File: config.mk
export PLATFORM = sky130hd
export DESIGN_NAME = mem_access_stage_flat
export DESIGN_NICKNAME = d
export VERILOG_FILES = /design/src/rtl/mem_access_stage_pkg.sv /design/src/rtl/mem_access_stage_if.sv /design/src/rtl/mem_access_stage_mem_wb_reg.sv /design/src/rtl/mem_access_stage.sv /design/src/flat_wrapper.sv
export SDC_FILE = /design/constraint.sdc
export NUM_CORES = 1
export LEC_CHECK = 0
export BUFFER_PORTS_ARGS = -buffer_cell sky130_fd_sc_hd__buf_2
export CORE_AREA = 2 2 233 235
export DETAILED_ROUTE_END_ITERATION = 8
export DIE_AREA = 0 0 235 237
export SLEW_MARGIN = 20
export SYNTH_ARGS = -nofsm -noshare
export SYNTH_HDL_FRONTEND = slang
export SYNTH_HIERARCHICAL = 1
export SYNTH_SLANG_ARGS = --single-unit
File: constraint.sdc
create_clock -name clk -period 2.4 [get_ports clk]
set_input_delay 0.24 -clock clk [delete_from_list [all_inputs] [get_ports clk]]
set_output_delay 0.24 -clock clk [all_outputs]
set_load 0.01 [all_outputs]
File: src/rtl/mem_access_stage_pkg.sv
// rtl/mem_access_stage_pkg.sv - shared types and widths for the MEM stage
package mem_access_stage_pkg;
  localparam int XLEN            = 64;
  localparam int REGADDR_W       = 5;
  localparam int DEFAULT_TIMEOUT = 16;

  typedef enum logic {
    IDLE = 1'b0,
    WAIT = 1'b1
  } state_t;
endpackage

File: src/rtl/mem_access_stage_if.sv
// rtl/mem_access_stage_if.sv - request/acknowledge data-memory port
interface mem_access_stage_if;
  import mem_access_stage_pkg::*;

  logic            dmem_req;
  logic            dmem_we;
  logic [XLEN-1:0] dmem_addr;
  logic [XLEN-1:0] dmem_wdata;
  logic            dmem_ack;
  logic [XLEN-1:0] dmem_rdata;

  modport master (
    output dmem_req, dmem_we, dmem_addr, dmem_wdata,
    input  dmem_ack, dmem_rdata
  );

  modport slave (
    input  dmem_req, dmem_we, dmem_addr, dmem_wdata,
    output dmem_ack, dmem_rdata
  );
endinterface

File: src/rtl/mem_access_stage_mem_wb_reg.sv
// rtl/mem_access_stage_mem_wb_reg.sv - MEM/WB pipeline register with load and bubble
module mem_wb_reg
  import mem_access_stage_pkg::*;
(
  input  logic                 clk,
  input  logic                 resetl,
  input  logic                 load,
  input  logic                 bubble,
  input  logic                 reg_write,
  input  logic                 mem2reg,
  input  logic [REGADDR_W-1:0] rd,
  input  logic [XLEN-1:0]      alu_out,
  input  logic [XLEN-1:0]      mem_data,
  output logic                 reg_write_q,
  output logic                 mem2reg_q,
  output logic [REGADDR_W-1:0] rd_q,
  output logic [XLEN-1:0]      alu_out_q,
  output logic [XLEN-1:0]      mem_data_q
);
  // Bubble takes priority so a stalled access can never leak a half-done write-back.
  always_ff @(posedge clk or negedge resetl) begin
    if (!resetl) begin
      reg_write_q <= 1'b0;
      mem2reg_q   <= 1'b0;
      rd_q        <= '0;
      alu_out_q   <= '0;
      mem_data_q  <= '0;
    end else if (bubble) begin
      reg_write_q <= 1'b0;
      mem2reg_q   <= 1'b0;
      rd_q        <= '0;
      alu_out_q   <= '0;
      mem_data_q  <= '0;
    end else if (load) begin
      reg_write_q <= reg_write;
      mem2reg_q   <= mem2reg;
      rd_q        <= rd;
      alu_out_q   <= alu_out;
      mem_data_q  <= mem_data;
    end
  end
endmodule

File: src/rtl/mem_access_stage.sv
// rtl/mem_access_stage.sv - MEM stage: branch resolve, bounded-wait load/store, MEM/WB drive
module mem_access_stage
  import mem_access_stage_pkg::*;
#(
  parameter int TIMEOUT = DEFAULT_TIMEOUT
) (
  input  logic                 clk,
  input  logic                 resetl,
  input  logic                 RegWrite_MEM,
  input  logic                 Mem2Reg_MEM,
  input  logic                 MemRead_MEM,
  input  logic                 MemWrite_MEM,
  input  logic                 Branch_MEM,
  input  logic                 Uncondbranch_MEM,
  input  logic                 ALUzero_MEM,
  input  logic [REGADDR_W-1:0] RD_MEM,
  input  logic [XLEN-1:0]      ALUout_MEM,
  input  logic [XLEN-1:0]      RegOutB_MEM,
  input  logic [XLEN-1:0]      PCtarget_MEM,
  output logic                 PCSrc,
  output logic [XLEN-1:0]      PCtarget,
  output logic                 stall_MEM,
  output logic                 RegWrite_WB,
  output logic                 Mem2Reg_WB,
  output logic [REGADDR_W-1:0] RD_WB,
  output logic [XLEN-1:0]      ALUout_WB,
  output logic [XLEN-1:0]      MemData_WB,
  output logic                 mem_err,
  mem_access_stage_if.master   dmem
);
  localparam int            CW       = $clog2(TIMEOUT);
  localparam logic [CW-1:0] CNT_LAST = CW'(TIMEOUT - 1);

  state_t        state, next_state;
  logic [CW-1:0] cnt, cnt_next;
  logic          mem_op, misaligned;
  logic          req, we, stall, wb_load, wb_bubble, err_set, use_rdata;

  assign mem_op     = MemRead_MEM | MemWrite_MEM;
  assign misaligned = mem_op & (ALUout_MEM[2:0] != 3'b000);

  assign PCSrc    = Uncondbranch_MEM | (Branch_MEM & ALUzero_MEM);
  assign PCtarget = PCtarget_MEM;

  always_ff @(posedge clk or negedge resetl) begin
    if (!resetl) begin
      state   <= IDLE;
      cnt     <= '0;
      mem_err <= 1'b0;
    end else begin
      state <= next_state;
      cnt   <= cnt_next;
      if (err_set) mem_err <= 1'b1;
    end
  end

  always_comb begin
    next_state = state;
    cnt_next   = cnt;
    req        = 1'b0;
    we         = 1'b0;
    stall      = 1'b0;
    wb_load    = 1'b0;
    wb_bubble  = 1'b0;
    err_set    = 1'b0;
    use_rdata  = 1'b0;
    case (state)
      IDLE: begin
        if (!mem_op) begin
          wb_load = 1'b1;
        end else if (misaligned) begin
          wb_bubble = 1'b1;
          err_set   = 1'b1;
        end else begin
          req        = 1'b1;
          we         = MemWrite_MEM;
          stall      = 1'b1;
          wb_bubble  = 1'b1;
          cnt_next   = '0;
          next_state = WAIT;
        end
      end
      WAIT: begin
        req = 1'b1;
        we  = MemWrite_MEM;
        // Ack is checked before the timeout so a last-cycle ack still completes cleanly.
        if (dmem.dmem_ack) begin
          wb_load    = 1'b1;
          use_rdata  = MemRead_MEM;
          next_state = IDLE;
        end else if (cnt == CNT_LAST) begin
          wb_bubble  = 1'b1;
          err_set    = 1'b1;
          next_state = IDLE;
        end else begin
          stall     = 1'b1;
          wb_bubble = 1'b1;
          cnt_next  = cnt + 1'b1;
        end
      end
      default: next_state = IDLE;
    endcase
  end

  assign stall_MEM       = stall;
  assign dmem.dmem_req   = req;
  assign dmem.dmem_we    = we;
  assign dmem.dmem_addr  = ALUout_MEM;
  assign dmem.dmem_wdata = RegOutB_MEM;

  mem_wb_reg u_mem_wb_reg (
    .clk         (clk),
    .resetl      (resetl),
    .load        (wb_load),
    .bubble      (wb_bubble),
    .reg_write   (RegWrite_MEM),
    .mem2reg     (Mem2Reg_MEM),
    .rd          (RD_MEM),
    .alu_out     (ALUout_MEM),
    .mem_data    (use_rdata ? dmem.dmem_rdata : '0),
    .reg_write_q (RegWrite_WB),
    .mem2reg_q   (Mem2Reg_WB),
    .rd_q        (RD_WB),
    .alu_out_q   (ALUout_WB),
    .mem_data_q  (MemData_WB)
  );
endmodule

File: src/flat_wrapper.sv
// flat-port wrapper written by rule: the top's interface ports become plain ports
module mem_access_stage_flat import mem_access_stage_pkg::*;
#(
  parameter int TIMEOUT = DEFAULT_TIMEOUT
)
  (clk, resetl, RegWrite_MEM, Mem2Reg_MEM, MemRead_MEM, MemWrite_MEM, Branch_MEM, Uncondbranch_MEM, ALUzero_MEM, RD_MEM, ALUout_MEM, RegOutB_MEM, PCtarget_MEM, PCSrc, PCtarget, stall_MEM, RegWrite_WB, Mem2Reg_WB, RD_WB, ALUout_WB, MemData_WB, mem_err, dmem_dmem_req, dmem_dmem_we, dmem_dmem_addr, dmem_dmem_wdata, dmem_dmem_ack, dmem_dmem_rdata);
  mem_access_stage_if dmem_i ();
  input  logic clk;
  input  logic resetl;
  input  logic RegWrite_MEM;
  input  logic Mem2Reg_MEM;
  input  logic MemRead_MEM;
  input  logic MemWrite_MEM;
  input  logic Branch_MEM;
  input  logic Uncondbranch_MEM;
  input  logic ALUzero_MEM;
  input  logic [REGADDR_W-1:0] RD_MEM;
  input  logic [XLEN-1:0] ALUout_MEM;
  input  logic [XLEN-1:0] RegOutB_MEM;
  input  logic [XLEN-1:0] PCtarget_MEM;
  output logic PCSrc;
  output logic [XLEN-1:0] PCtarget;
  output logic stall_MEM;
  output logic RegWrite_WB;
  output logic Mem2Reg_WB;
  output logic [REGADDR_W-1:0] RD_WB;
  output logic [XLEN-1:0] ALUout_WB;
  output logic [XLEN-1:0] MemData_WB;
  output logic mem_err;
  output wire logic [$bits(dmem_i.dmem_req)-1:0] dmem_dmem_req;
  output wire logic [$bits(dmem_i.dmem_we)-1:0] dmem_dmem_we;
  output wire logic [$bits(dmem_i.dmem_addr)-1:0] dmem_dmem_addr;
  output wire logic [$bits(dmem_i.dmem_wdata)-1:0] dmem_dmem_wdata;
  input wire logic [$bits(dmem_i.dmem_ack)-1:0] dmem_dmem_ack;
  input wire logic [$bits(dmem_i.dmem_rdata)-1:0] dmem_dmem_rdata;
  assign dmem_dmem_req = dmem_i.dmem_req;
  assign dmem_dmem_we = dmem_i.dmem_we;
  assign dmem_dmem_addr = dmem_i.dmem_addr;
  assign dmem_dmem_wdata = dmem_i.dmem_wdata;
  assign dmem_i.dmem_ack = dmem_dmem_ack;
  assign dmem_i.dmem_rdata = dmem_dmem_rdata;
  mem_access_stage #(.TIMEOUT(TIMEOUT)) u_core (.clk(clk), .resetl(resetl), .RegWrite_MEM(RegWrite_MEM), .Mem2Reg_MEM(Mem2Reg_MEM), .MemRead_MEM(MemRead_MEM), .MemWrite_MEM(MemWrite_MEM), .Branch_MEM(Branch_MEM), .Uncondbranch_MEM(Uncondbranch_MEM), .ALUzero_MEM(ALUzero_MEM), .RD_MEM(RD_MEM), .ALUout_MEM(ALUout_MEM), .RegOutB_MEM(RegOutB_MEM), .PCtarget_MEM(PCtarget_MEM), .PCSrc(PCSrc), .PCtarget(PCtarget), .stall_MEM(stall_MEM), .RegWrite_WB(RegWrite_WB), .Mem2Reg_WB(Mem2Reg_WB), .RD_WB(RD_WB), .ALUout_WB(ALUout_WB), .MemData_WB(MemData_WB), .mem_err(mem_err), .dmem(dmem_i));
endmodule
==> results of run 1 <==
## cells in the final DEF (no fill, tap or decap), drive strengths merged
master,instances
o21ai,3
nor2,137
o221ai,3
o31ai,2
nand2,3
mux2,1
clkinv,3
ha,1
clkbuf,22
buf,361
inv,5
a21o,1
and3,2
or2,1
dfrtp,141
dlygate4sd3,39
bufinv,6
or3,1
o211ai,5
or3b,1
a221oi,1
nand3,1
clkinvlp,1
nand2b,1
diode,2
and4b,1
and2,65
mux2i,135
a21oi,2
## final cells by class
class | count | share of cell area (%)
sequential | 141 | 35.34
multi-input combinational | 367 | 25.08
timing repair buffer | 400 | 23.57
tap | 696 | 8.723
clock buffer | 22 | 4.950
clock inverter | 10 | 2.068
inverter | 5 | 0.2131
antenna | 2 | 0.05013
## where the power goes
part / internal [mW] / switching (mW) / leakage (nW) / total [mW]
Sequential: 2.45 / 0.0638 / 1.95 / 2.52
Combinational: 0.428 / 0.495 / 2.77 / 0.923
Clock: 2.08 / 1.07 / 0.342 / 3.15
Total: 4.96 / 1.63 / 5.05 / 6.59
## registers in the layout, summed over array words and instances, names as in the netlist
name                             cells
u_core/u_mem_wb_reg/rd_q             5
u_core/u_mem_wb_reg/mem_data_q      64
u_core/u_mem_wb_reg/alu_out_q       64
u_core/state                         1
u_core/mem_err                       1
u_core/u_mem_wb_reg/mem2reg_q        1
u_core/cnt                           4
u_core/u_mem_wb_reg/reg_write_q      1
## worst max-delay path, stage by stage (launching register included)
cell	delay (ns)
dfrtp_1	0.43
ha_1	0.26
and3_1	0.23
or2_1	0.26
o31ai_1	0.11
buf_2	0.20
## per-layer routing
metal  GRT usage, %  part of all wire (%)  up-vias
met4          5.466                   4.8        2
li1               -                     -     2588
met5         0.5195                  0.18        -
met3          4.162                    12       57
met2          12.01                    46      362
met1          7.955                    37     2623
## what timing repair did
item / 4_1_cts / 5_1_grt
hold endpoints to repair: 83 / 0
gates resized for setup: 0 / 0
hold buffers: 39 / 0
setup endpoints to repair: 0 / 0
## worst paths after layout
| check | to | slack [ns] | startpoint | cells after the start |
|---|---|---|---|---|
| max | stall_MEM | 0.22 | u_core/cnt[0] | 5 |
| min | u_core/u_mem_wb_reg/alu_out_q[39] | 0.07 | ALUout_MEM[39] | 3 |
| max reg2reg | u_core/u_mem_wb_reg/alu_out_q[37] | 0.47 | u_core/state | 5 |
| min reg2reg | u_core/mem_err | 0.50 | u_core/mem_err | 2 |
| max in group asynchronous | u_core/u_mem_wb_reg/mem_data_q[9] | 1.43 | resetl | 3 |
| min in group asynchronous | u_core/u_mem_wb_reg/mem_data_q[49] | 0.29 | resetl | 2 |
## cells by family after synthesis
group | Yosys count | share of synthesized area, %
fa+ha+maj | 1 | 0.1618
compound gates | 17 | 1.618
flops | 141 | 45.64
buf+inv | 237 | 22.16
mux | 136 | 17.62
simple gates | 213 | 12.80
## stage by stage
stage	setup WS (ns)	hold slack [ns]	utilization (%)
after global routing	0.06143	0.02560	18.73
after global placement	0.4920	0.2448	16.68
after CTS	0.1535	0.0008555	18.73
after detailed placement	0.4428	0.2302	16.68
final	0.2205	0.06746	18.74
after floorplan	0.7719	-0.05559	-
==> flow_metrics.env, run 1 <==
export IMPL_placed_cell_area_mm2=0.008887
export IMPL_clock_path_buffers=2
export IMPL_dp_hpwl_um=15740
export IMPL_grt_pass1_wl_um=32350
export IMPL_fin_area_mm2=0.009983
export IMPL_coreArea_mm2=0.05328
export IMPL_wirelength_um=21570
export IMPL_rsz0062_at_grt="false"
export IMPL_viasPerCell=3.428
export IMPL_yosysTopAreaCell="dfrtp_1"
export IMPL_gp_congestion=0.7313
export IMPL_antenna_found_initial=2
export IMPL_hp_class="input pin to flip-flop"
export IMPL_pin_count=603
export IMPL_critical_path_arrival_ns=1.94
export IMPL_total_power_mw=6.591
export IMPL_die_h_um=237
export IMPL_worstSetupEndpointType="output port"
export IMPL_grt_max_degree=64
export IMPL_clkSinkCount=141
export IMPL_cp_required_ns=2.16
export IMPL_worstSkewPairLatency_ns=0.46
export IMPL_criticalPathCategory="flip-flop to output port"
export IMPL_port_buffers=346
export IMPL_grt_remaining_overflow=0
export IMPL_synth_most_common_cell="buf_4"
export IMPL_netlist_top_cells_count="buf_4, dfrtp_1, nor2_1, mux2i_1, and2_1"
export IMPL_final_seq_area_mm2=0.003528
export IMPL_dp_cells=1570
export IMPL_power_leakage_nw=5.054
export IMPL_ys_top_cells_by_area="dfrtp_1, buf_4, mux2i_1, nor2_1, and2_1"
export IMPL_initial_core_util_pct=14.51
export IMPL_dr_total_vias=5632
export IMPL_cts_root_buffer="clkbuf_16"
export IMPL_max_clock_freq_mhz=458.8
export IMPL_hold_viol_final=0
export IMPL_max_cap_violations=0
export IMPL_nNetsFinal=1204
export IMPL_crit_path_max_fanout=7
export IMPL_status="complete, no violations"
export IMPL_fillers=5900
export IMPL_grt_use_total_pct=7.741
export IMPL_firstDrtPassIters=4
export IMPL_die_w_um=235
export IMPL_setup_viol=0
export IMPL_grt_pass1_vias=5610
export IMPL_worst_slew_pin_slew_ns=0.5273
export IMPL_setup_tns_ns=0
export IMPL_seq_area_frac_synth_pct=45.64
export IMPL_fin_crit_ns=2.179
export IMPL_fin_cells=1643
export IMPL_clkTransAtPathRegs_ns=0.06
export IMPL_yosys_register_bits=141
export IMPL_synth_area_mm2=0.007731
export IMPL_p_per_area_mw_per_mm2=660.2
export IMPL_synth_distinct_cells=28
export IMPL_synth_edf_count=0
export IMPL_cp_start_kind="flip-flop"
export IMPL_multi_input_area_mm2=0.002504
export IMPL_die_area_mm2=0.05570
export IMPL_post_drt_wl_per_cell_um=13.13
export IMPL_netlist_instances=745
export IMPL_yosys_warnings=6
export IMPL_async_flop_share_pct=100.0
export IMPL_syn_avg_cell_area_um2=10.38
export IMPL_htreeDepth=4
export IMPL_synth_top_flop_cell="dfrtp_1"
export IMPL_slew_viol_final=0
export IMPL_peakVddDrop_mv=0.4090
export IMPL_drc_errors=0
export IMPL_drive_gt1_share_pct=42.22
export IMPL_antenna_left=0
export IMPL_post_cts_buffers=0
export IMPL_clock_skew_ns=0.01650
export IMPL_num_rows=85
export IMPL_drt_iter0_drc=123
export IMPL_fin_crit_sh_pct=90.81
export IMPL_cts_tree="done"
export IMPL_syn_nets=1017
export IMPL_area_delta_synth_final_pct=29.13
export IMPL_post_synth_top_area_fraction_pct=45.64
export IMPL_cts_buffers=17
export IMPL_slew_headroom_pct=64.85
Note: power is estimated with default switching activity, not from simulation.
==> run 2, diff against run 1 <==
RECOVER_POWER = 100   (was default)
==> flow_metrics.env, run 2 (synthesized netlist as in run 1, its figures left out) <==
export IMPL_post_drt_wl_per_cell_um=13.18
export IMPL_criticalPathCategory="flip-flop to flip-flop"
export IMPL_grt_pass1_wl_um=32350
export IMPL_slew_headroom_pct=9.097
export IMPL_drt_iter0_drc=121
export IMPL_fin_crit_ns=2.245
export IMPL_max_cap_violations=0
export IMPL_crit_path_max_fanout=22
export IMPL_setup_tns_ns=0
export IMPL_fin_crit_sh_pct=93.53
export IMPL_antenna_left=0
export IMPL_wirelength_um=21650
export IMPL_dr_total_vias=5630
export IMPL_worstSkewPairLatency_ns=0.46
export IMPL_pin_count=603
export IMPL_critical_path_arrival_ns=2.57
export IMPL_cp_required_ns=2.72
export IMPL_area_delta_synth_final_pct=25.00
export IMPL_num_rows=85
export IMPL_coreArea_mm2=0.05328
export IMPL_status="complete, no violations"
export IMPL_cp_start_kind="flip-flop"
export IMPL_power_leakage_nw=4.260
export IMPL_rsz0062_at_grt="false"
export IMPL_drc_errors=0
export IMPL_htreeDepth=4
export IMPL_hp_class="input pin to flip-flop"
export IMPL_gp_congestion=0.7313
export IMPL_drive_gt1_share_pct=20.74
export IMPL_nNetsFinal=1204
export IMPL_final_common_cell="clkbuf_1"
export IMPL_slew_viol_final=0
export IMPL_grt_remaining_overflow=0
export IMPL_port_buffers=346
export IMPL_worst_slew_pin_slew_ns=1.364
export IMPL_cts_buffers=17
export IMPL_clkSinkCount=141
export IMPL_layout_common_cells="clkbuf_1, buf_2, dfrtp_1, nor2_1, mux2i_1"
export IMPL_hold_viol_final=0
export IMPL_initial_core_util_pct=14.51
export IMPL_peakVddDrop_mv=0.4079
export IMPL_setup_viol=0
export IMPL_clkTransAtPathRegs_ns=0.07
export IMPL_regToRegSetupSlack_ns=0.16
export IMPL_reg_top3="u_core/u_mem_wb_reg/alu_out_q (64), u_core/u_mem_wb_reg/mem_data_q (64), u_core/u_mem_wb_reg/rd_q (5)"
export IMPL_viasPerCell=3.427
export IMPL_antenna_found_initial=2
export IMPL_worstSetupEndpointType="flip-flop"
export IMPL_fin_util_pct=18.14
export IMPL_clock_path_buffers=2
export IMPL_max_clock_freq_mhz=445.5
export IMPL_post_cts_buffers=0
export IMPL_grt_pass1_vias=5610
export IMPL_firstDrtPassIters=4
export IMPL_die_w_um=235
export IMPL_cts_tree="done"
export IMPL_clock_skew_ns=0.01675
export IMPL_die_area_mm2=0.05570
export IMPL_dp_hpwl_um=15740
export IMPL_cts_root_buffer="clkbuf_16"
export IMPL_place_ws_ns=0.4428
export IMPL_die_h_um=237
export IMPL_fillers=6026
export IMPL_fin_ws_ns=0.1553
export IMPL_p_per_area_mw_per_mm2=677.4
export IMPL_grt_use_total_pct=7.741
export IMPL_grt_max_degree=64
run 2: cell count changes in the layout (fill, tap and decap cells not counted), sizes merged:
cell	delta
buf	-209
clkbuf	+209
run 2: layout make-up:
class | instances | area [um^2] | area share, %
Sequential cell | 141 | 3528 | 36.51
Multi-Input combinational cell | 367 | 2490 | 25.76
Timing Repair Buffer | 400 | 2048 | 21.19
Tap cell | 696 | 870.8 | 9.011
Clock buffer | 22 | 494.2 | 5.114
Clock inverter | 10 | 206.4 | 2.136
Inverter | 5 | 21.27 | 0.2201
Antenna cell | 2 | 5.005 | 0.05179
run 2: path summary, 6_finish.rpt:
check,startpoint,end,cells past startpoint
worst max-delay path,u_core/state,u_core/u_mem_wb_reg/alu_out_q[4],5
max in group asynchronous,resetl,u_core/u_mem_wb_reg/alu_out_q[51],3
min in group asynchronous,resetl,u_core/u_mem_wb_reg/mem_data_q[49],2
worst min register to register,u_core/mem_err,u_core/mem_err,2
worst min-delay path,ALUout_MEM[3],u_core/u_mem_wb_reg/alu_out_q[3],3
worst max register to register,u_core/state,u_core/u_mem_wb_reg/alu_out_q[4],5
run 2: what timing repair did:
item                                   CTS  global route
hold buffers                            39             0
endpoints found under the hold margin   83             0
resized for setup                        0             0
run 2: through the flow:
stage / power, mW / cells / area [um^2] / hold slack (ns)
after global placement: 3.437 / 1570 / 8887 / 0.2448
after CTS: 6.781 / 1641 / 9978 / 0.0008555
final: 6.546 / 1643 / 9664 / 0.07024
after detailed placement: 3.451 / 1570 / 8887 / 0.2302
after floorplan: 3.325 / 745 / 7731 / -0.05559
after global routing: 6.906 / 1642 / 9662 / 0.02801
run 2: worst max-delay path, stage by stage, from the launching register on:
cell and delay [ns]:
dfrtp_1 0.48, o31ai_1 0.68, buf_12 0.28, clkbuf_2 0.33, mux2i_1 0.22, nor2_1 0.06
run 2: per-layer routing:
layer	routed length (um)	global-route usage (%)
met1	8222	7.955
met2	9820	12.01
met3	2536	4.162
met4	1032	5.466
met5	39	0.5195
run 2: power breakdown:
part | internal, mW | leakage [nW] | switching (mW) | total [mW]
Sequential | 2.45 | 1.95 | 0.0647 | 2.52
Combinational | 0.383 | 1.97 | 0.495 | 0.878
Clock | 2.08 | 0.342 | 1.07 | 3.15
==> run 3, diff against run 2 <==
BUFFER_PORTS_ARGS = -buffer_cell sky130_fd_sc_hd__clkbuf_2   (was -buffer_cell sky130_fd_sc_hd__buf_2)
==> flow_metrics.env, run 3 (synthesized netlist as in run 1, its figures left out) <==
export IMPL_crit_path_max_fanout=7
export IMPL_dr_total_vias=5523
export IMPL_max_clock_freq_mhz=454.0
export IMPL_hp_class="input pin to flip-flop"
export IMPL_peakVddDrop_mv=0.4208
export IMPL_multi_input_area_mm2=0.002485
export IMPL_fin_crit_ns=2.202
export IMPL_cts_root_buffer="clkbuf_16"
export IMPL_antenna_left=0
export IMPL_post_cts_resize_count=0
export IMPL_grt_pass1_vias=5686
export IMPL_power_leakage_nw=4.119
export IMPL_pwr_share_seq_pct=41.5
export IMPL_worst_slew_pin_slew_ns=0.9394
export IMPL_fin_crit_sh_pct=91.77
export IMPL_nNetsFinal=1185
export IMPL_clock_path_buffers=2
export IMPL_grt_use_total_pct=7.627
export IMPL_firstDrtPassIters=4
export IMPL_clkTransAtPathRegs_ns=0.06
export IMPL_grt_max_degree=64
export IMPL_dp_hpwl_um=15730
export IMPL_r2r_end="u_core/u_mem_wb_reg/mem_data_q[2]"
export IMPL_critical_path_arrival_ns=1.96
export IMPL_cp_startpoint="u_core/cnt[0]"
export IMPL_hold_path_depth=3
export IMPL_drt_iter0_drc=118
export IMPL_reg_top3="u_core/u_mem_wb_reg/alu_out_q (64), u_core/u_mem_wb_reg/mem_data_q (64), u_core/u_mem_wb_reg/rd_q (5)"
export IMPL_area_delta_synth_final_pct=20.60
export IMPL_comb_power_share_pct=13.7
export IMPL_critPathSlowestCell="dfrtp_1"
export IMPL_clockPowerShare_pct=44.8
export IMPL_p_per_area_mw_per_mm2=650.2
export IMPL_final_seq_area_mm2=0.003528
export IMPL_final_common_cell="clkbuf_1"
export IMPL_grt_pass1_wl_um=31770
export IMPL_criticalPathCategory="flip-flop to output port"
export IMPL_reg2reg_depth=5
export IMPL_viasPerCell=3.405
export IMPL_hold_viol_final=0
export IMPL_worstSkewPairLatency_ns=0.46
export IMPL_cts_tree="done"
export IMPL_worst_path_stages=5
export IMPL_place_ws_ns=0.4733
export IMPL_drc_errors=0
export IMPL_rsz0062_at_grt="false"
export IMPL_max_cap_violations=0
export IMPL_die_area_mm2=0.05570
export IMPL_slew_headroom_pct=37.38
export IMPL_htreeDepth=4
export IMPL_worstSetupEndpointType="output port"
export IMPL_endpoint="stall_MEM"
export IMPL_critPathTopFamily="simple AND/OR/NAND/NOR gates"
export IMPL_pin_count=603
export IMPL_max_stage_delay_ns=0.43
export IMPL_status="complete, no violations"
export IMPL_switching_share_pct=26.66
export IMPL_clock_skew_ns=0.01184
export IMPL_coreArea_mm2=0.05328
export IMPL_critical_path_buf_inv_count=1
export IMPL_cts_buffers=17
export IMPL_cp_required_ns=2.16
export IMPL_fin_ws_ns=0.1976
export IMPL_r2r_start="u_core/state"
export IMPL_die_h_um=237
export IMPL_cp_start_kind="flip-flop"
export IMPL_port_buffers=346
export IMPL_grt_remaining_overflow=0
export IMPL_gp_congestion=0.7246
export IMPL_wirelength_um=21150
export IMPL_num_rows=85
export IMPL_crit_chain="ha_1 -> and3_1 -> or2_0 -> o31ai_1 -> clkbuf_1"
export IMPL_slew_viol_final=0
export IMPL_p_int_mw=4.447
export IMPL_drive_gt1_share_pct=20.00
export IMPL_clkSinkCount=141
export IMPL_antenna_found_initial=1
export IMPL_power_switching_mw=1.616
export IMPL_initial_core_util_pct=14.51
export IMPL_die_w_um=235
export IMPL_setup_viol=0
export IMPL_post_drt_wl_per_cell_um=13.04
export IMPL_layout_common_cells="clkbuf_1, clkbuf_2, dfrtp_1, nor2_1, mux2i_1"
export IMPL_regToRegSetupSlack_ns=0.23
export IMPL_setup_tns_ns=0
export IMPL_fillers=6077
[run 3: cell type report]
class | count | share of cell area (%)
antenna | 1 | 0.02684
multi-input combinational | 367 | 26.65
sequential | 141 | 37.84
timing repair buffer | 381 | 19.62
tap | 696 | 9.340
inverter | 5 | 0.2013
clock inverter | 12 | 1.570
clock buffer | 19 | 4.750
[run 3: layer usage]
metal,track usage (%),up-vias,routed length [um]
li1,-,2565,-
met1,7.603,2551,8006
met2,12.17,354,9729
met3,4.185,51,2447
met4,5.159,2,925
met5,0.5195,-,39
[run 3: power groups by stage]
stage	clock network (mW)	registers (mW)	logic, mW
after floorplan	0	2.57	0.756
after global placement	0	2.56	0.870
after detailed placement	0	2.56	0.886
after CTS	2.87	2.52	0.912
after global routing	2.97	2.53	0.922
final	2.71	2.52	0.833
[run 3: worst min path at each step]
| stage | endpoint | slack (ns) | startpoint |
|---|---|---|---|
| global placement | u_core/u_mem_wb_reg/mem_data_q[49] | 0.16 | resetl |
| finish | u_core/u_mem_wb_reg/alu_out_q[36] | 0.06 | ALUout_MEM[36] |
| floorplan | u_core/cnt[0] | -0.06 | resetl |
| detailed placement | u_core/u_mem_wb_reg/mem_data_q[49] | 0.16 | resetl |
| CTS | u_core/u_mem_wb_reg/alu_out_q[54] | 0.0002 | ALUout_MEM[54] |
| global route | u_core/u_mem_wb_reg/alu_out_q[23] | 0.03 | ALUout_MEM[23] |
[run 3: through the flow]
| step | hold WS [ns] | power (mW) | instances | instance area, um^2 | util [%] |
|---|---|---|---|---|---|
| 5_1_grt | 0.02819 | 6.415 | 1622 | 9324 | 17.50 |
| 4_1_cts | 0.0002143 | 6.298 | 1621 | 9669 | 18.15 |
| 2_1_floorplan | -0.05559 | 3.325 | 745 | 7731 | - |
| 3_3_place_gp | 0.1637 | 3.425 | 1568 | 8860 | 16.63 |
| 6_report | 0.05655 | 6.063 | 1622 | 9324 | 17.50 |
| 3_5_place_dp | 0.1645 | 3.442 | 1568 | 8860 | 16.63 |
[run 3: repair_timing]
item | in CTS | in global routing
endpoints found under the hold margin | 52 | 0
hold buffers | 22 | 0
buffers inserted | 0 | 0
setup endpoints to repair | 0 | 0
[run 3: worst reg2reg max path, cell delays in order, from the launching register on]
cell,delay [ns]
dfrtp_1,0.48
o31ai_1,0.51
buf_12,0.25
clkbuf_1,0.48
mux2i_1,0.25
nor2_1,0.06
